--- src/rtl/timer_irq_unit_if.sv ---
// rtl/timer_irq_unit_if.sv - data-memory bus bundle between the CPU datapath and the interval timer
interface timer_irq_unit_if;
    logic [31:0] Address;
    logic [31:0] WriteData;
    logic        MemWr;
    logic        MemRd;
    logic [31:0] ReadData;
    logic        TimerSel;

    modport master (
        output Address,
        output WriteData,
        output MemWr,
        output MemRd,
        input  ReadData,
        input  TimerSel
    );

    modport slave (
        input  Address,
        input  WriteData,
        input  MemWr,
        input  MemRd,
        output ReadData,
        output TimerSel
    );
endinterface

--- src/rtl/timer_irq_unit.sv ---
// rtl/timer_irq_unit.sv - memory-mapped interval timer with reload, prescaler and level IRQ
module timer_irq_unit #(
    parameter logic [31:0] BASE_ADDR = 32'h4000_0000,
    parameter int unsigned PRESCALE  = 1
) (
    input  logic              clk,
    input  logic              reset,
    timer_irq_unit_if.slave   bus,
    output logic              IRQ
);
    localparam int unsigned PS_W    = 16;
    localparam logic [PS_W-1:0] PS_LAST = PS_W'(PRESCALE - 1);
    localparam logic [31:0] ADDR_TH   = BASE_ADDR;
    localparam logic [31:0] ADDR_TL   = BASE_ADDR + 32'd4;
    localparam logic [31:0] ADDR_TCON = BASE_ADDR + 32'd8;
    localparam logic [31:0] TL_MAX    = 32'hFFFF_FFFF;

    logic [31:0]     th_q, th_d;
    logic [31:0]     tl_q, tl_d;
    logic            en_q, en_d;
    logic            ie_q, ie_d;
    logic            st_q, st_d;
    logic [PS_W-1:0] ps_cnt_q, ps_cnt_d;

    logic hit_th, hit_tl, hit_tcon;
    logic wr_th, wr_tl, wr_tcon;
    logic tick;
    logic overflow;

    assign hit_th   = (bus.Address == ADDR_TH);
    assign hit_tl   = (bus.Address == ADDR_TL);
    assign hit_tcon = (bus.Address == ADDR_TCON);

    assign bus.TimerSel = hit_th | hit_tl | hit_tcon;

    assign wr_th   = bus.MemWr & hit_th;
    assign wr_tl   = bus.MemWr & hit_tl;
    assign wr_tcon = bus.MemWr & hit_tcon;

    assign tick = en_q & (ps_cnt_q == PS_LAST);

    // A CPU write to TL swallows the tick, so it can never signal an overflow.
    assign overflow = tick & ~wr_tl & (tl_q == TL_MAX);

    always_comb begin
        ps_cnt_d = ps_cnt_q;
        if (!en_q) begin
            ps_cnt_d = '0;
        end else if (tick) begin
            ps_cnt_d = '0;
        end else begin
            ps_cnt_d = ps_cnt_q + 1'b1;
        end
    end

    always_comb begin
        th_d = th_q;
        tl_d = tl_q;
        en_d = en_q;
        ie_d = ie_q;
        st_d = st_q;

        if (wr_th) begin
            th_d = bus.WriteData;
        end

        // Reload uses the current TH, so a same-cycle TH write only affects later reloads.
        if (wr_tl) begin
            tl_d = bus.WriteData;
        end else if (tick) begin
            if (tl_q == TL_MAX) begin
                tl_d = th_q;
            end else begin
                tl_d = tl_q + 32'd1;
            end
        end

        if (wr_tcon) begin
            en_d = bus.WriteData[0];
            ie_d = bus.WriteData[1];
            if (!bus.WriteData[2]) begin
                st_d = 1'b0;
            end
        end

        // Set after clear so a coincident overflow is never lost.
        if (overflow && ie_q) begin
            st_d = 1'b1;
        end
    end

    always_ff @(posedge clk or negedge reset) begin
        if (!reset) begin
            th_q     <= '0;
            tl_q     <= '0;
            en_q     <= 1'b0;
            ie_q     <= 1'b0;
            st_q     <= 1'b0;
            ps_cnt_q <= '0;
        end else begin
            th_q     <= th_d;
            tl_q     <= tl_d;
            en_q     <= en_d;
            ie_q     <= ie_d;
            st_q     <= st_d;
            ps_cnt_q <= ps_cnt_d;
        end
    end

    always_comb begin
        bus.ReadData = 32'h0;
        if (bus.MemRd) begin
            if (hit_th) begin
                bus.ReadData = th_q;
            end else if (hit_tl) begin
                bus.ReadData = tl_q;
            end else if (hit_tcon) begin
                bus.ReadData = {29'd0, st_q, ie_q, en_q};
            end
        end
    end

    assign IRQ = ie_q & st_q;
endmodule

--- src/flat_wrapper.sv ---
// flat-port wrapper written by rule: the top's interface ports become plain ports
module timer_irq_unit_flat 
#(
    parameter logic [31:0] BASE_ADDR = 32'h4000_0000,
    parameter int unsigned PRESCALE  = 1
)
  (clk, reset, IRQ, bus_Address, bus_WriteData, bus_MemWr, bus_MemRd, bus_ReadData, bus_TimerSel);
  timer_irq_unit_if bus_i ();
  input  logic clk;
  input  logic reset;
  output logic IRQ;
  input wire logic [$bits(bus_i.Address)-1:0] bus_Address;
  input wire logic [$bits(bus_i.WriteData)-1:0] bus_WriteData;
  input wire logic [$bits(bus_i.MemWr)-1:0] bus_MemWr;
  input wire logic [$bits(bus_i.MemRd)-1:0] bus_MemRd;
  output wire logic [$bits(bus_i.ReadData)-1:0] bus_ReadData;
  output wire logic [$bits(bus_i.TimerSel)-1:0] bus_TimerSel;
  assign bus_i.Address = bus_Address;
  assign bus_i.WriteData = bus_WriteData;
  assign bus_i.MemWr = bus_MemWr;
  assign bus_i.MemRd = bus_MemRd;
  assign bus_ReadData = bus_i.ReadData;
  assign bus_TimerSel = bus_i.TimerSel;
  timer_irq_unit #(.BASE_ADDR(BASE_ADDR), .PRESCALE(PRESCALE)) u_core (.clk(clk), .reset(reset), .bus(bus_i), .IRQ(IRQ));
endmodule
--- config.mk ---
export PLATFORM = sky130hd
export DESIGN_NAME = timer_irq_unit_flat
export DESIGN_NICKNAME = d
export VERILOG_FILES = /design/src/rtl/timer_irq_unit_if.sv /design/src/rtl/timer_irq_unit.sv /design/src/flat_wrapper.sv
export SDC_FILE = /design/constraint.sdc
export NUM_CORES = 1
export LEC_CHECK = 0
export BUFFER_PORTS_ARGS = -buffer_cell sky130_fd_sc_hd__clkbuf_2
export CORE_MARGIN = 4
export CORE_UTILIZATION = 55
export DETAILED_ROUTE_END_ITERATION = 8
export PLACE_DENSITY_LB_ADDON = 0.08
export SLEW_MARGIN = 20
export SYNTH_ARGS = -nofsm -noshare
export SYNTH_HDL_FRONTEND = slang
export SYNTH_SLANG_ARGS = --single-unit
--- constraint.sdc ---
create_clock -name clk -period 5.3 [get_ports clk]
set_clock_uncertainty 0.05 [all_clocks]
set_input_delay 0.265 -clock clk [delete_from_list [all_inputs] [get_ports clk]]
set_output_delay 0.265 -clock clk [all_outputs]
set_load 0.02 [all_outputs]
==> impl_metrics.csv <==
group,metric,value,unit
outcome,status,"complete, no violations",
timing,rsz0062_at_grt,"no",
power_and_ir_drop,p_leak,2.78,nW
clocking,worstSkewPairLatency,370,ps
critical_path,path_class,"reg2reg",
routing,drtPass1Iterations,5,
placement,place.gp.congestion,0.889,
timing,setup_viol,0,
die,die_w,104,um
placement,portBuffers,101,
finish,synthToLayoutAreaGrowth,14.5,%
timing,worst_pin_slew,1020,ps
placement,place_ws,2410,ps
placement,place_area,0.00560,mm2
routing,routed_wl,13100,um
synth,synth_top_area_share,41.0,%
critical_path,slowest_delay,720,ps
die,core,0.00885,mm2
synth,ys.flop_type,"dfrtp_1",
timing,fin_crit,2950,ps
finish,drive_above_1_share,25.8,%
critical_path,path_buf_inv,0,
critical_path,crit_path_start_kind,"flip-flop",
clocking,clk_pin_slew,90,ps
finish,fin_area,0.00580,mm2
synth,synth-async-reset-ratio,100,%
routing,post_drt_wl_per_cell,17.6,um
timing,setup_tns,0,ps
routing,ant_nets,0,
grt,grt_max_degree,84,
timing,hold_viol,0,
synth,yosysMostFrequentCell,"dfrtp_1",
die,initial_core_util,57.2,%
power_and_ir_drop,power_density,197,mW/mm2
critical_path,arrival,3140,ps
synth,synthCells,539,
die,rows,34,
clocking,clock_path_buffers,2,
die,dieArea,0.0108,mm2
clocking,cts_buffers,9,
placement,dp_hpwl,9030,um
timing,slew_viol_final,0,
grt,grt_pass1_vias,4504,
timing,relSlewSlack,31.7,%
synth,synth_cell_types,60,
routing,vias_per_cell,6.11,
grt,grt_overflow,0,
grt,grt_pass1_wl,22100,um
critical_path,slowest_stage,"nand4_2",
grt,antenna_found_initial,0,
critical_path,end_kind,"flip-flop",
die,die_h,104,um
critical_path,crit_path_cell_trace,"nand4_1 > nor3_2 > nand4_2 > mux2_2 > mux2i_1 > o31ai_1",
run,maxCapViolCount,0,
clocking,cts_tree,"yes",
routing,vias,4543,
timing,period_share,55.7,%
synth,synth_nets,610,
clocking,cts_sinks,83,
synth,synth_top_cell_by_area,"dfrtp_1",
timing,setup_slack,2350,ps
timing,hold_ws,57.8,ps
synth,yosysSeqAreaShare,41.0,%
power_and_ir_drop,ir_worst_vdd,0.110,mV
synth,synth_edf_count,0,
synth,synth.avg_cell_area,9.39,um2
finish,diodes,0,
synth,yosysWarnings,0,
hold_path,hold_class,"in2reg",
routing,drt-initial-drc-count,278,
timing,max_freq,339,MHz
critical_path,critical_path_required,5480,ps
synth,ys_top_cells_by_area,"dfrtp_1 41%, mux2i_1 8.5%, mux2_2 7.1%, nor2_1 4.9%, nand2_1 4.0%",
finish,nNetsFinal,701,
critical_path,cp_max_fo,22,
clocking,root_buffer,"clkbuf_8",
clocking,htreeDepth,3,
die,pin_count,102,
critical_path,critical_path.top_delay_family,"simple AND/OR/NAND/NOR gates",
routing,drc,0,
grt,grt_use_total,24.6,%
synth,synth-seq-cells,83,
synth,synth.cell_area,0.00506,mm2
synth,netlist_top_cells_count,"83 x dfrtp_1, 66 x nor2_1, 54 x nand2_1",
==> kinds of logic (layout without fill, tap and decap cells) <==
kind of cell,after synthesis,count (layout),share of synthesized area [%]
mux,81,81,17.0
fa+ha+maj,3,3,0.742
buf+inv,34,130,3.44
compound gates,88,88,11.4
simple gates,236,236,24.0
xor+xnor,14,14,2.42
flops,83,83,41.0
==> sequential cells by signal (all words and copies together) (netlist names) <==
name and cells:
u_core.st_q 1, u_core.ps_cnt_q 16, u_core.tl_q 32, u_core.th_q 32, u_core.ie_q 1, u_core.en_q 1
==> path summary, 6_finish.rpt <==
path | end | cells past startpoint | slack, ps | startpoint
worst max-delay path | u_core.tl_q[11]$_DFFE_PN0P_ | 6 | 2350 | u_core.tl_q[19]$_DFFE_PN0P_
worst min-delay path | u_core.tl_q[14]$_DFFE_PN0P_ | 2 | 60 | bus_WriteData[14]
worst max register to register | u_core.tl_q[11]$_DFFE_PN0P_ | 6 | 2350 | u_core.tl_q[19]$_DFFE_PN0P_
worst min register to register | u_core.ps_cnt_q[0]$_DFF_PN0_ | 1 | 440 | u_core.ps_cnt_q[0]$_DFF_PN0_
max in group asynchronous | u_core.tl_q[11]$_DFFE_PN0P_ | 2 | 4220 | reset
min in group asynchronous | u_core.ps_cnt_q[12]$_DFF_PN0_ | 2 | 450 | reset
==> where the power goes <==
part	internal (mW)	total [mW]	switching, mW
Combinational	0.0295	0.0676	0.0381
Clock	0.179	0.444	0.265
Sequential	0.633	0.633	0.00000192
Total	0.841	1.14	0.303
==> per-layer routing <==
metal | vias up | track usage [%] | wire length, um
li1 | 2155 | - | -
met1 | 2203 | 33.4 | 5940
met2 | 166 | 40.2 | 6160
met3 | 19 | 4.72 | 765
met4 | 0 | 6.84 | 204
met5 | - | 0 | 0
==> layout by cell type (no fill, tap or decap), drive strengths merged, types with 6 or more instances in the layout <==
master  instances
nor3           10
buf             7
a211oi          8
o21ai          18
nand3          30
inv             9
nand2          54
mux2i          43
and4           10
o31ai           7
nand4          18
and2            6
a21oi          23
clkbuf        109
xor2           11
a21o            7
and3           13
mux2           38
nor2           66
nor4           14
dfrtp          83
==> repair_timing <==
action                    4_1_cts  5_1_grt
gates resized for setup         0        0
hold endpoints to repair        0       83
hold buffers                    0        1
buffers inserted                0        0
==> metrics by stage <==
step / utilization [%] / total power, mW / instances
after floorplan: - / 0.665 / 539
after global placement: 63.3 / 0.712 / 726
after detailed placement: 63.3 / 0.713 / 726
after CTS: 65.4 / 1.15 / 742
after global routing: 65.5 / 1.19 / 743
final: 65.5 / 1.14 / 743
==> area by class of cell <==
cell class	instances	area [um2]
Multi-Input combinational cell	422	2810
Fill cell	753	3050
Clock inverter	7	60.1
Timing Repair Buffer	108	567
Clock buffer	9	124
Sequential cell	83	2080
Inverter	6	22.5
Tap cell	108	135
Power figures use the tool's default switching activity.
